`src/rtl/drs_seq_ctrl_if.sv`:
```
`default_nettype none
// ============================================================================
//  Module      : drs_seq_ctrl_if
//  Description : Control/status bundle between the DRS sequencer and its
//                surroundings. Signal suffixes are from the sequencer's view:
//                _i are sequencer inputs, _o are sequencer outputs.
//  Revision    : 1.0  initial release
// ============================================================================
interface drs_seq_ctrl_if;
  logic        run_en_i;
  logic        trig_i;
  logic [7:0]  stop_delay_i;
  logic        fifo_progfull_i;
  logic        drs_read_done_i;

  logic [3:0]  drs_state_com_o;
  logic        drs_denable_o;
  logic        drs_dwrite_o;
  logic        busy_o;
  logic [31:0] event_cnt_o;
  logic [15:0] trig_lost_cnt_o;
  logic        read_tmo_err_o;

  // Sequencer side
  modport slave (
    input  run_en_i, trig_i, stop_delay_i, fifo_progfull_i, drs_read_done_i,
    output drs_state_com_o, drs_denable_o, drs_dwrite_o, busy_o,
           event_cnt_o, trig_lost_cnt_o, read_tmo_err_o
  );

  // Controlling side (system / bench)
  modport master (
    output run_en_i, trig_i, stop_delay_i, fifo_progfull_i, drs_read_done_i,
    input  drs_state_com_o, drs_denable_o, drs_dwrite_o, busy_o,
           event_cnt_o, trig_lost_cnt_o, read_tmo_err_o
  );
endinterface
`default_nettype wire

```
`src/rtl/drs_seq_ctrl.sv`:
```
`default_nettype none
// ============================================================================
//  Module      : drs_seq_ctrl
//  Description : DRS domino sampling sequencer. Arms the sampling array,
//                accepts a trigger, freezes the cells after a programmable
//                stop delay, hands off to the readout engine, then waits a
//                dead time before re-arming. Counts events and lost triggers.
//  Revision    : 1.0  initial release
// ============================================================================
module drs_seq_ctrl #(
  parameter int unsigned MIN_ARM_CYC = 16,
  parameter int unsigned DEAD_CYC    = 4,
  parameter int unsigned READ_TMO    = 65535
) (
  input  logic          clk,
  input  logic          rst_n,
  drs_seq_ctrl_if.slave bus
);

  // State codes double as the command word sent to the readout engine
  localparam logic [3:0] S_IDLE    = 4'd0;
  localparam logic [3:0] S_ARM     = 4'd1;
  localparam logic [3:0] S_SAMPLE  = 4'd2;
  localparam logic [3:0] S_STOPDLY = 4'd3;
  localparam logic [3:0] S_READ    = 4'd5;
  localparam logic [3:0] S_FINISH  = 4'd6;
  localparam logic [3:0] S_DEAD    = 4'd7;

  // Each timed state counts up from 0 to (N-1); N=0 behaves like N=1
  localparam int unsigned ARM_W  = (MIN_ARM_CYC < 2) ? 1 : $clog2(MIN_ARM_CYC);
  localparam int unsigned DEAD_W = (DEAD_CYC    < 2) ? 1 : $clog2(DEAD_CYC);
  localparam int unsigned TMO_W  = (READ_TMO    < 2) ? 1 : $clog2(READ_TMO);

  localparam logic [ARM_W-1:0]  ARM_LAST  = ARM_W'((MIN_ARM_CYC == 0) ? 0 : MIN_ARM_CYC - 1);
  localparam logic [DEAD_W-1:0] DEAD_LAST = DEAD_W'((DEAD_CYC == 0) ? 0 : DEAD_CYC - 1);
  localparam logic [TMO_W-1:0]  TMO_LAST  = TMO_W'((READ_TMO == 0) ? 0 : READ_TMO - 1);

  logic [3:0]        state_q,    state_d;
  logic [ARM_W-1:0]  arm_cnt_q,  arm_cnt_d;
  logic [7:0]        dly_cnt_q,  dly_cnt_d;
  logic [TMO_W-1:0]  tmo_cnt_q,  tmo_cnt_d;
  logic [DEAD_W-1:0] dead_cnt_q, dead_cnt_d;
  logic              tmo_evt_q,  tmo_evt_d;
  logic              tmo_err_q,  tmo_err_d;
  logic [31:0]       evt_cnt_q,  evt_cnt_d;
  logic [15:0]       lost_cnt_q, lost_cnt_d;
  logic              dwrite_q,   dwrite_d;
  logic              denable_q,  denable_d;
  logic              busy_q,     busy_d;

  logic              w_can_arm;
  logic              w_lost_inc;

  assign w_can_arm = bus.run_en_i & ~bus.fifo_progfull_i;

  // Next-state, counter and trigger bookkeeping
  always_comb begin
    state_d    = state_q;
    arm_cnt_d  = arm_cnt_q;
    dly_cnt_d  = dly_cnt_q;
    tmo_cnt_d  = tmo_cnt_q;
    dead_cnt_d = dead_cnt_q;
    tmo_evt_d  = tmo_evt_q;
    tmo_err_d  = tmo_err_q;
    evt_cnt_d  = evt_cnt_q;
    w_lost_inc = 1'b0;

    case (state_q)
      S_IDLE: begin
        if (w_can_arm) begin
          state_d   = S_ARM;
          arm_cnt_d = '0;
        end
      end
      S_ARM: begin
        if (!bus.run_en_i) begin
          state_d = S_IDLE;
        end else if (arm_cnt_q == ARM_LAST) begin
          state_d = S_SAMPLE;
        end else begin
          arm_cnt_d = arm_cnt_q + 1'b1;
        end
      end
      S_SAMPLE: begin
        // Losing the run enable wins over a coincident trigger
        if (!bus.run_en_i) begin
          state_d    = S_IDLE;
          w_lost_inc = bus.trig_i;
        end else if (bus.trig_i) begin
          if (bus.fifo_progfull_i) begin
            w_lost_inc = 1'b1;
          end else begin
            state_d   = S_STOPDLY;
            dly_cnt_d = bus.stop_delay_i;
            tmo_evt_d = 1'b0;
          end
        end
      end
      S_STOPDLY: begin
        if (dly_cnt_q == 8'd0) begin
          state_d   = S_READ;
          tmo_cnt_d = '0;
        end else begin
          dly_cnt_d = dly_cnt_q - 8'd1;
        end
      end
      S_READ: begin
        if (bus.drs_read_done_i) begin
          state_d = S_FINISH;
        end else if (tmo_cnt_q == TMO_LAST) begin
          state_d   = S_FINISH;
          tmo_err_d = 1'b1;
          tmo_evt_d = 1'b1;
        end else begin
          tmo_cnt_d = tmo_cnt_q + 1'b1;
        end
      end
      S_FINISH: begin
        // Wait for the readout engine to drop DONE after seeing FINISH
        if (!bus.drs_read_done_i) begin
          state_d    = S_DEAD;
          dead_cnt_d = '0;
          if (!tmo_evt_q) begin
            evt_cnt_d = evt_cnt_q + 32'd1;
          end
        end
      end
      S_DEAD: begin
        if (dead_cnt_q == DEAD_LAST) begin
          state_d   = w_can_arm ? S_ARM : S_IDLE;
          arm_cnt_d = '0;
        end else begin
          dead_cnt_d = dead_cnt_q + 1'b1;
        end
      end
      default: begin
        state_d = S_IDLE;
      end
    endcase

    // Any trigger seen outside SAMPLE is lost
    if ((state_q != S_SAMPLE) && bus.trig_i) begin
      w_lost_inc = 1'b1;
    end
  end

  // Saturating lost-trigger count
  always_comb begin
    lost_cnt_d = lost_cnt_q;
    if (w_lost_inc && (lost_cnt_q != 16'hFFFF)) begin
      lost_cnt_d = lost_cnt_q + 16'd1;
    end
  end

  // Output decode from the next state so outputs line up with state_q
  always_comb begin
    dwrite_d  = (state_d == S_ARM) || (state_d == S_SAMPLE) || (state_d == S_STOPDLY);
    denable_d = (state_d != S_IDLE);
    busy_d    = !((state_d == S_SAMPLE) && !bus.fifo_progfull_i);
  end

  // State, counters and registered outputs
  always_ff @(posedge clk or negedge rst_n) begin
    if (!rst_n) begin
      state_q    <= S_IDLE;
      arm_cnt_q  <= '0;
      dly_cnt_q  <= '0;
      tmo_cnt_q  <= '0;
      dead_cnt_q <= '0;
      tmo_evt_q  <= 1'b0;
      tmo_err_q  <= 1'b0;
      evt_cnt_q  <= '0;
      lost_cnt_q <= '0;
      dwrite_q   <= 1'b0;
      denable_q  <= 1'b0;
      busy_q     <= 1'b1;
    end else begin
      state_q    <= state_d;
      arm_cnt_q  <= arm_cnt_d;
      dly_cnt_q  <= dly_cnt_d;
      tmo_cnt_q  <= tmo_cnt_d;
      dead_cnt_q <= dead_cnt_d;
      tmo_evt_q  <= tmo_evt_d;
      tmo_err_q  <= tmo_err_d;
      evt_cnt_q  <= evt_cnt_d;
      lost_cnt_q <= lost_cnt_d;
      dwrite_q   <= dwrite_d;
      denable_q  <= denable_d;
      busy_q     <= busy_d;
    end
  end

  assign bus.drs_state_com_o = state_q;
  assign bus.drs_denable_o   = denable_q;
  assign bus.drs_dwrite_o    = dwrite_q;
  assign bus.busy_o          = busy_q;
  assign bus.event_cnt_o     = evt_cnt_q;
  assign bus.trig_lost_cnt_o = lost_cnt_q;
  assign bus.read_tmo_err_o  = tmo_err_q;

endmodule
`default_nettype wire

```
`src/flat_wrapper.sv`:
```
// flat-port wrapper written by rule: the top's interface ports become plain ports
module drs_seq_ctrl_flat 
#(
  parameter int unsigned MIN_ARM_CYC = 16,
  parameter int unsigned DEAD_CYC    = 4,
  parameter int unsigned READ_TMO    = 65535
)
  (clk, rst_n, bus_run_en_i, bus_trig_i, bus_stop_delay_i, bus_fifo_progfull_i, bus_drs_read_done_i, bus_drs_state_com_o, bus_drs_denable_o, bus_drs_dwrite_o, bus_busy_o, bus_event_cnt_o, bus_trig_lost_cnt_o, bus_read_tmo_err_o);
  drs_seq_ctrl_if bus_i ();
  input  logic clk;
  input  logic rst_n;
  input wire logic [$bits(bus_i.run_en_i)-1:0] bus_run_en_i;
  input wire logic [$bits(bus_i.trig_i)-1:0] bus_trig_i;
  input wire logic [$bits(bus_i.stop_delay_i)-1:0] bus_stop_delay_i;
  input wire logic [$bits(bus_i.fifo_progfull_i)-1:0] bus_fifo_progfull_i;
  input wire logic [$bits(bus_i.drs_read_done_i)-1:0] bus_drs_read_done_i;
  output wire logic [$bits(bus_i.drs_state_com_o)-1:0] bus_drs_state_com_o;
  output wire logic [$bits(bus_i.drs_denable_o)-1:0] bus_drs_denable_o;
  output wire logic [$bits(bus_i.drs_dwrite_o)-1:0] bus_drs_dwrite_o;
  output wire logic [$bits(bus_i.busy_o)-1:0] bus_busy_o;
  output wire logic [$bits(bus_i.event_cnt_o)-1:0] bus_event_cnt_o;
  output wire logic [$bits(bus_i.trig_lost_cnt_o)-1:0] bus_trig_lost_cnt_o;
  output wire logic [$bits(bus_i.read_tmo_err_o)-1:0] bus_read_tmo_err_o;
  assign bus_i.run_en_i = bus_run_en_i;
  assign bus_i.trig_i = bus_trig_i;
  assign bus_i.stop_delay_i = bus_stop_delay_i;
  assign bus_i.fifo_progfull_i = bus_fifo_progfull_i;
  assign bus_i.drs_read_done_i = bus_drs_read_done_i;
  assign bus_drs_state_com_o = bus_i.drs_state_com_o;
  assign bus_drs_denable_o = bus_i.drs_denable_o;
  assign bus_drs_dwrite_o = bus_i.drs_dwrite_o;
  assign bus_busy_o = bus_i.busy_o;
  assign bus_event_cnt_o = bus_i.event_cnt_o;
  assign bus_trig_lost_cnt_o = bus_i.trig_lost_cnt_o;
  assign bus_read_tmo_err_o = bus_i.read_tmo_err_o;
  drs_seq_ctrl #(.MIN_ARM_CYC(MIN_ARM_CYC), .DEAD_CYC(DEAD_CYC), .READ_TMO(READ_TMO)) u_core (.clk(clk), .rst_n(rst_n), .bus(bus_i));
endmodule
```
`config.mk`:
```
export PLATFORM = sky130hd
export DESIGN_NAME = drs_seq_ctrl_flat
export DESIGN_NICKNAME = d
export VERILOG_FILES = /design/src/rtl/drs_seq_ctrl_if.sv /design/src/rtl/drs_seq_ctrl.sv /design/src/flat_wrapper.sv
export SDC_FILE = /design/constraint.sdc
export NUM_CORES = 1
export LEC_CHECK = 0
export BUFFER_PORTS_ARGS = -buffer_cell sky130_fd_sc_hd__buf_2
export CORE_MARGIN = 2
export CORE_UTILIZATION = 56
export CTS_CLUSTER_DIAMETER = 40
export DETAILED_ROUTE_END_ITERATION = 8
export PLACE_DENSITY = 0.79
export SYNTH_ARGS = -nofsm -noshare
export SYNTH_HDL_FRONTEND = slang
export SYNTH_SLANG_ARGS = --single-unit
```
`constraint.sdc`:
```
create_clock -name clk -period 3.2 [get_ports clk]
set_input_delay 0.64 -clock clk [delete_from_list [all_inputs] [get_ports clk]]
set_output_delay 0.64 -clock clk [all_outputs]
set_load 0.005 [all_outputs]
```
==> results of run 1 <==
## per-stage QoR
stage                     power [W]  worst slack (ns)  cell area [sq um]  cells
after floorplan             0.00136             0.952               4310    420
after global placement      0.00147             0.848               4730    577
after detailed placement    0.00148             0.750               4730    577
after CTS                   0.00234             0.742               4960    593
after global routing        0.00243             0.523               4960    593
final                       0.00232             0.733               4960    593
## cell type report
cell class	instances	area (sq um)
flip-flops and latches	87	2180
multi-input cells	312	2030
clock inverters	7	105
inverters	8	30.0
fillers	590	2410
well taps	99	124
clock buffers	9	124
repair buffers	71	363
## state kept, by name, summed over array words and instances, names as in the netlist
name	cells
u_core.arm_cnt_q	4
u_core.bus.busy_o	1
u_core.bus.drs_denable_o	1
u_core.bus.drs_dwrite_o	1
u_core.bus.drs_state_com_o	4
u_core.bus.event_cnt_o	32
u_core.bus.read_tmo_err_o	1
u_core.bus.trig_lost_cnt_o	16
u_core.dead_cnt_q	2
u_core.dly_cnt_q	8
u_core.tmo_cnt_q	16
u_core.tmo_evt_q	1
## final timing paths
kind	slack, ns	startpoint	end
worst min register to register	0.47	u_core.bus.event_cnt_o[31]	u_core.bus.event_cnt_o[31]
max in group asynchronous	2.06	rst_n	u_core.dly_cnt_q[7]
worst max-delay path	0.73	u_core.dly_cnt_q[0]	u_core.dly_cnt_q[0]
min in group clk	0.47	u_core.bus.event_cnt_o[31]	u_core.bus.event_cnt_o[31]
worst max register to register	0.73	u_core.dly_cnt_q[0]	u_core.dly_cnt_q[0]
worst min-delay path	0.45	rst_n	u_core.bus.event_cnt_o[29]
## cell families (layout without fill, tap and decap cells)
family / count (synthesis) / after routing / share of synthesized area, %
XOR/XNOR: 55 / 55 / 11.2
multiplexers: 4 / 4 / 1.02
flip-flops: 87 / 87 / 50.5
AND/OR/NAND/NOR: 180 / 180 / 23.6
adder cells (fa/ha/maj): 7 / 7 / 2.03
other: 1 / 1 / 0.0870
AO/OA/AOI/OAI: 65 / 65 / 9.29
buffers and inverters: 21 / 95 / 2.26
## layout by cell type (no fill, tap or decap), types with 8 or more instances in the layout
master / n
nand3_1: 23
xnor2_1: 31
a21oi_1: 18
inv_1: 8
and4_1: 11
o21ai_1: 8
dfrtp_1: 86
xor2_1: 24
nand4_1: 14
nor3_1: 10
nand2_1: 36
buf_2: 68
and3_1: 11
nor2_1: 36
o21ai_0: 16
clkbuf_8: 9
## power by group through the flow
stage | clock network (W) | registers (W) | logic, W
after CTS | 0.000883 | 0.00123 | 0.000226
after floorplan | 0 | 0.00124 | 0.000123
final | 0.000866 | 0.00123 | 0.000223
after detailed placement | 0 | 0.00125 | 0.000225
after global placement | 0 | 0.00125 | 0.000219
after global routing | 0.000924 | 0.00125 | 0.000254
## worst max-delay path: stages (launching register included)
cell,delay (ns)
dfrtp_1,0.40
inv_1,0.09
ha_1,0.23
or4b_4,0.53
o31a_1,0.33
a211oi_2,0.28
a311o_2,0.33
a21oi_1,0.07
o22ai_1,0.15
## metal layers
layer  wire length [um]  vias to the layer above  track usage, %  part of all wire [%]
li1                   -                     1622               -                     -
met1               3980                     1626            30.6                    46
met2               4080                       70            34.2                    48
met3                371                       11            3.53                   4.3
met4                146                        0            8.46                   1.7
met5                  0                        -               0                     0
==> key figures, run 1 <==
Run status
  – Run status: finished clean

Drt
  – Residual DRC: 0
  – First DRT Iteration DRCs: 154
  – Drt wl/cell: 14.5 um
  – Final ANT Viol Nets: 0
  – Total Wirelength: 8580 um
  – Drt first pass iters: 4
  – Vias per cell: 5.61
  – Via count: 3329

Timing
  – Max Freq: 0.405 GHz
  – Slew HR: 29.2%
  – Period minus WS final: 2.47 ns
  – Hold slack: 0.452 ns
  – Final Max Slew Viols: 0
  – RSZ-0062 raised after global routing: false
  – Final Hold Viols: 0
  – Setup tns final: 0 ns
  – Setup-failing EPs final: 0
  – Least-Margin Pin Slew: 1.06 ns
  – Skew final: 0.0120 ns
  – Crit share post-route: 77.1%

Clock network
  – Clock sinks: 87
  – Post-CTS setup buffers: 0
  – Num CTS Buffers: 9
  – Htree depth: 3
  – Hold-fix buffers at CTS: 0
  – Post-CTS Resized: 0
  – CTS tree: built
  – Clk buf depth: 2
  – Reg clk slew, reported paths: 0.10 ns
  – CTS root buf: clkbuf_8
  – Clk_lat worst skew: 0.36 ns

Finish
  – Nets: 510
  – Ant. Diodes: 0
  – Util after Layout: 67.3%
  – Share of cells above drive strength 1: 20.4%
  – Syn-to-layout area delta: 15.0%

GRT
  – Largest net degree at the start of global routing: 88
  – Global-route wire length before repair: 14900 um
  – GRT overflow: 0
  – Vias in the first global route: 3208
  – Gr usage total: 21.8%
  – Initial antenna violation count: 0

Die
  – Core ar.: 7370 sq um
  – Row count: 31
  – I/O Pins: 70
  – Initial Util: 58.5%
  – Die Area: 8420 sq um
  – Die Ht: 91.7 um
  – Die Span X: 91.7 um

Synthesis
  – Largest cells by area after synthesis: dfrtp_1, xnor2_1, xor2_1
  – Synth area leader: dfrtp_1
  – Count leader, synth: dfrtp_1
  – Yosys reg bits: 87
  – Top_reg_cell synth: dfrtp_1
  – Fraction of registers with async set/reset: 100%
  – Share of the synthesized area in the top cell type: 49.9%
  – Seq/Total Area, Yosys: 50.5%
  – Syn. warnings: 0
  – Post-Syn Nets: 441
  – EDFF count, synth: 0
  – Syn_area_per_cell: 10.3 sq um
  – Synth Cell Area: 4310 sq um
  – Synth unique cells: 55
  – Synth top cells by count: dfrtp_1, nand2_1, nor2_1, xnor2_1, xor2_1
  – Synth Instances: 420

Placed design
  – Final GP Congestion: 0.839
  – Post-DP HPWL: 6020 um
  – Input/output buffers: 69

Hold path
  – Hold Path Class: primary input to asynchronous set/reset pin

Worst setup path
  – Data arrival time of the worst path: 2.75 ns
  – Setup Crit Path Kind: register to register
  – Crit-path max FO: 16
  – WP data required: 3.48 ns
  – Worst setup SP type: register
  – Critical path endpoint category: register
  – Worst r2r path cells: 8

Power
  – VDD IR max: 0.271 mV
  – Cell area power density: 468 nW/um^2
  – Gate power share: 9.6%
  – Sequential power share: 53.1%
  – Switch share: 26.1%
  – P_leak: 2.43 nW
  – Pint: 0.00171 W
  – Sw power: 0.000605 W
  – Clock power share: 37.3%

Flow run
  – Max Cap Viol: 0
No activity file was read; power rests on OpenSTA's default activity.
==> run 2: changes to the inputs <==
Settings changed: CORE_UTILIZATION 56 to 51, PLACE_DENSITY 0.79 to 0.76.
Clock period 3.2 ns to 2.2 ns, I/O delays scaled along.
==> run 2 against run 1 <==
Against the previous run: non-clock buffer count rose by 26; sequential share of layout area down 1.6 points; global-route usage is 1.1 points lower; highest routed layer unchanged; clock power is 15% higher; first-iteration DRC count grew 55%; maximum frequency grew 12%.
==> key figures, run 2 (same netlist as run 1, synthesis figures left out) <==
Worst setup path
  – Setup Crit Path Kind: register to register
  – WP data required: 2.45 ns (-1.03 ns)
  – Worst r2r path cells: 8 (unchanged)
  – Critical path endpoint category: register
  – Worst setup SP type: register
  – Crit-path max FO: 3 (-13)
  – Critical R2R Capture: u_core.bus.drs_dwrite_o
  – Data arrival time of the worst path: 2.45 ns (-0.30 ns)
  – Reg-to-reg startpoint: u_core.dly_cnt_q[0]
  – Reg-to-reg setup timing slack: 0.003 ns (-0.73 ns)

Die
  – I/O Pins: 70 (unchanged)
  – Row count: 33 (+6.5%)
  – Die Ht: 95.9 um (+4.6%)
  – Core ar.: 8220 sq um (+11%)
  – Die Span X: 95.9 um (+4.6%)
  – Initial Util: 52.5% (-6.0 points)
  – Die Area: 9200 sq um (+9.4%)

Placed design
  – Final GP Congestion: 0.854 (+1.8%)
  – Pre-CTS setup slack: -0.0540 ns (-0.804 ns)
  – Input/output buffers: 69 (unchanged)
  – Post-DP HPWL: 6430 um (+6.9%)

Power
  – VDD IR max: 0.381 mV (+41%)
  – Sw power: 0.000870 W (+44%)
  – Switch share: 27.6% (+1.5 points)
  – Cell area power density: 612 nW/um^2 (+31%)
  – Gate power share: 11.7% (+2.1 points)
  – Pwr Total: 0.00316 W (+36%)
  – P_leak: 2.54 nW (+4.3%)
  – Pint: 0.00229 W (+33%)
  – Clock power share: 31.5% (-5.8 points)
  – Sequential power share: 56.9% (+3.8 points)

Finish
  – Flip-flop count of the largest register after layout: 32 (unchanged)
  – Nets: 536 (+5.1%)
  – Syn-to-layout area delta: 19.7%
  – Area occupied by multi-input gates: 2060 sq um (+1.1%)
  – Ant. Diodes: 0 (unchanged)
  – Sequential Area: 2180 sq um (+0.23%)
  – Most frequent cells in the layout: dfrtp_1, buf_2, nor2_1, nand2_1, xnor2_1
  – Share of cells above drive strength 1: 26.0% (+5.5 points)
  – Commonest non-fill, non-tap cell in the layout: dfrtp_1
  – # fillers: 676 (+15%)

Drt
  – Final ANT Viol Nets: 0 (unchanged)
  – Total Wirelength: 8970 um (+4.6%)
  – Residual DRC: 0 (unchanged)
  – Drt wl/cell: 14.4 um (-0.75%)
  – Vias per cell: 5.46 (-2.7%)
  – First DRT Iteration DRCs: 238 (+55%)
  – Drt first pass iters: 4 (unchanged)
  – Via count: 3414 (+2.6%)

Clock network
  – Clk_lat worst skew: 0.36 ns (about the same)
  – Clock sinks: 87 (unchanged)
  – Num CTS Buffers: 9 (unchanged)
  – CTS tree: built
  – Htree depth: 3 (unchanged)
  – Clk buf depth: 2 (unchanged)
  – Reg clk slew, reported paths: 0.09 ns (about the same)
  – CTS root buf: clkbuf_8

Run status
  – Run status: finished clean

GRT
  – Largest net degree at the start of global routing: 57 (-35%)
  – Initial antenna violation count: 1 (+1)
  – Gr usage total: 20.7% (-1.1 points)
  – Global-route wire length before repair: 14800 um (-1.1%)
  – GRT overflow: 0 (unchanged)
  – Vias in the first global route: 3158 (-1.6%)

Timing
  – Slew HR: 62.6% (+33 points)
  – Final Max Slew Viols: 0 (unchanged)
  – Setup-failing EPs final: 0 (unchanged)
  – RSZ-0062 raised after global routing: true
  – Period minus WS final: 2.20 ns (-0.271 ns)
  – Final Hold Viols: 0 (unchanged)
  – Least-Margin Pin Slew: 0.557 ns (-0.504 ns)
  – Skew final: 0.0121 ns (+0.000120 ns)
  – Max Freq: 0.455 GHz (+12%)
  – Setup ws final: 0.00349 ns (-0.729 ns)
  – Crit share post-route: 99.8% (+23 points)
  – Hold slack: 0.00120 ns (-0.450 ns)

Hold path
  – Hold Path Class: primary input to asynchronous set/reset pin

Flow run
  – Max Cap Viol: 0 (unchanged)
[run 2: critical path, stage by stage (launching register included)]
cell	delay [ns]
dfrtp_1	0.40
inv_2	0.09
ha_4	0.14
or4b_4	0.46
o31a_1	0.26
a211oi_2	0.20
nand3b_1	0.13
or2_1	0.27
nor2b_4	0.13
[run 2: metal layers]
metal	part of all wire [%]	GRT usage (%)	vias to the layer above	wire length, um
met3	5.7	4.78	9	510
li1	-	-	1686	-
met2	45	31.9	85	4060
met5	0	0	-	0
met1	48	28.1	1634	4280
met4	1.4	8.81	0	129
[run 2: area by class of cell]
cell class | count | share of cell area [%]
Inverter | 8 | 0.582
Multi-Input combinational cell | 312 | 39.9
Sequential cell | 87 | 42.3
Timing Repair Buffer | 97 | 11.3
Tap cell | 105 | 2.55
Clock inverter | 6 | 0.921
Clock buffer | 10 | 2.47
[run 2: power groups by stage]
stage / Sequential (W) / Clock, W / Combinational (W)
6_report: 0.00179 / 0.000993 / 0.000368
5_1_grt: 0.00181 / 0.00110 / 0.000420
4_1_cts: 0.00179 / 0.00103 / 0.000366
3_5_place_dp: 0.00182 / 0 / 0.000356
3_3_place_gp: 0.00182 / 0 / 0.000347
2_1_floorplan: 0.00181 / 0 / 0.000179
[run 2: worst max-delay path by stage]
stage	start	endpoint	slack [ns]	cells after the start
after detailed placement	u_core.dly_cnt_q[1]	u_core.dly_cnt_q[0]	-0.05	8
after CTS	u_core.dly_cnt_q[0]	u_core.bus.drs_dwrite_o	0.006	8
final	u_core.dly_cnt_q[0]	u_core.bus.drs_dwrite_o	0.003	8
after floorplan	u_core.dly_cnt_q[0]	u_core.bus.drs_dwrite_o	0.01	8
after global placement	u_core.dly_cnt_q[0]	u_core.dly_cnt_q[0]	0.007	8
after global routing	u_core.dly_cnt_q[0]	u_core.bus.drs_dwrite_o	-0.05	8
[run 2: metrics by stage]
stage | area [sq um] | setup TNS (ns) | utilization, % | cells
after floorplan | 4310 | 0 | - | 420
after global placement | 4890 | 0 | 59.6 | 602
after detailed placement | 4890 | -0.336 | 59.6 | 602
after CTS | 5110 | 0 | 62.2 | 620
after global routing | 5160 | -0.162 | 62.8 | 625
final | 5160 | 0 | 62.8 | 625
[run 2: repair_timing]
action | 4_1_cts | 5_1_grt
hold buffers | 0 | 0
pin swaps | 5 | 3
gates cloned | 0 | 0
setup buffers | 2 | 5
endpoints found under the setup margin | 9 | 21
resized for setup | 3 | 8
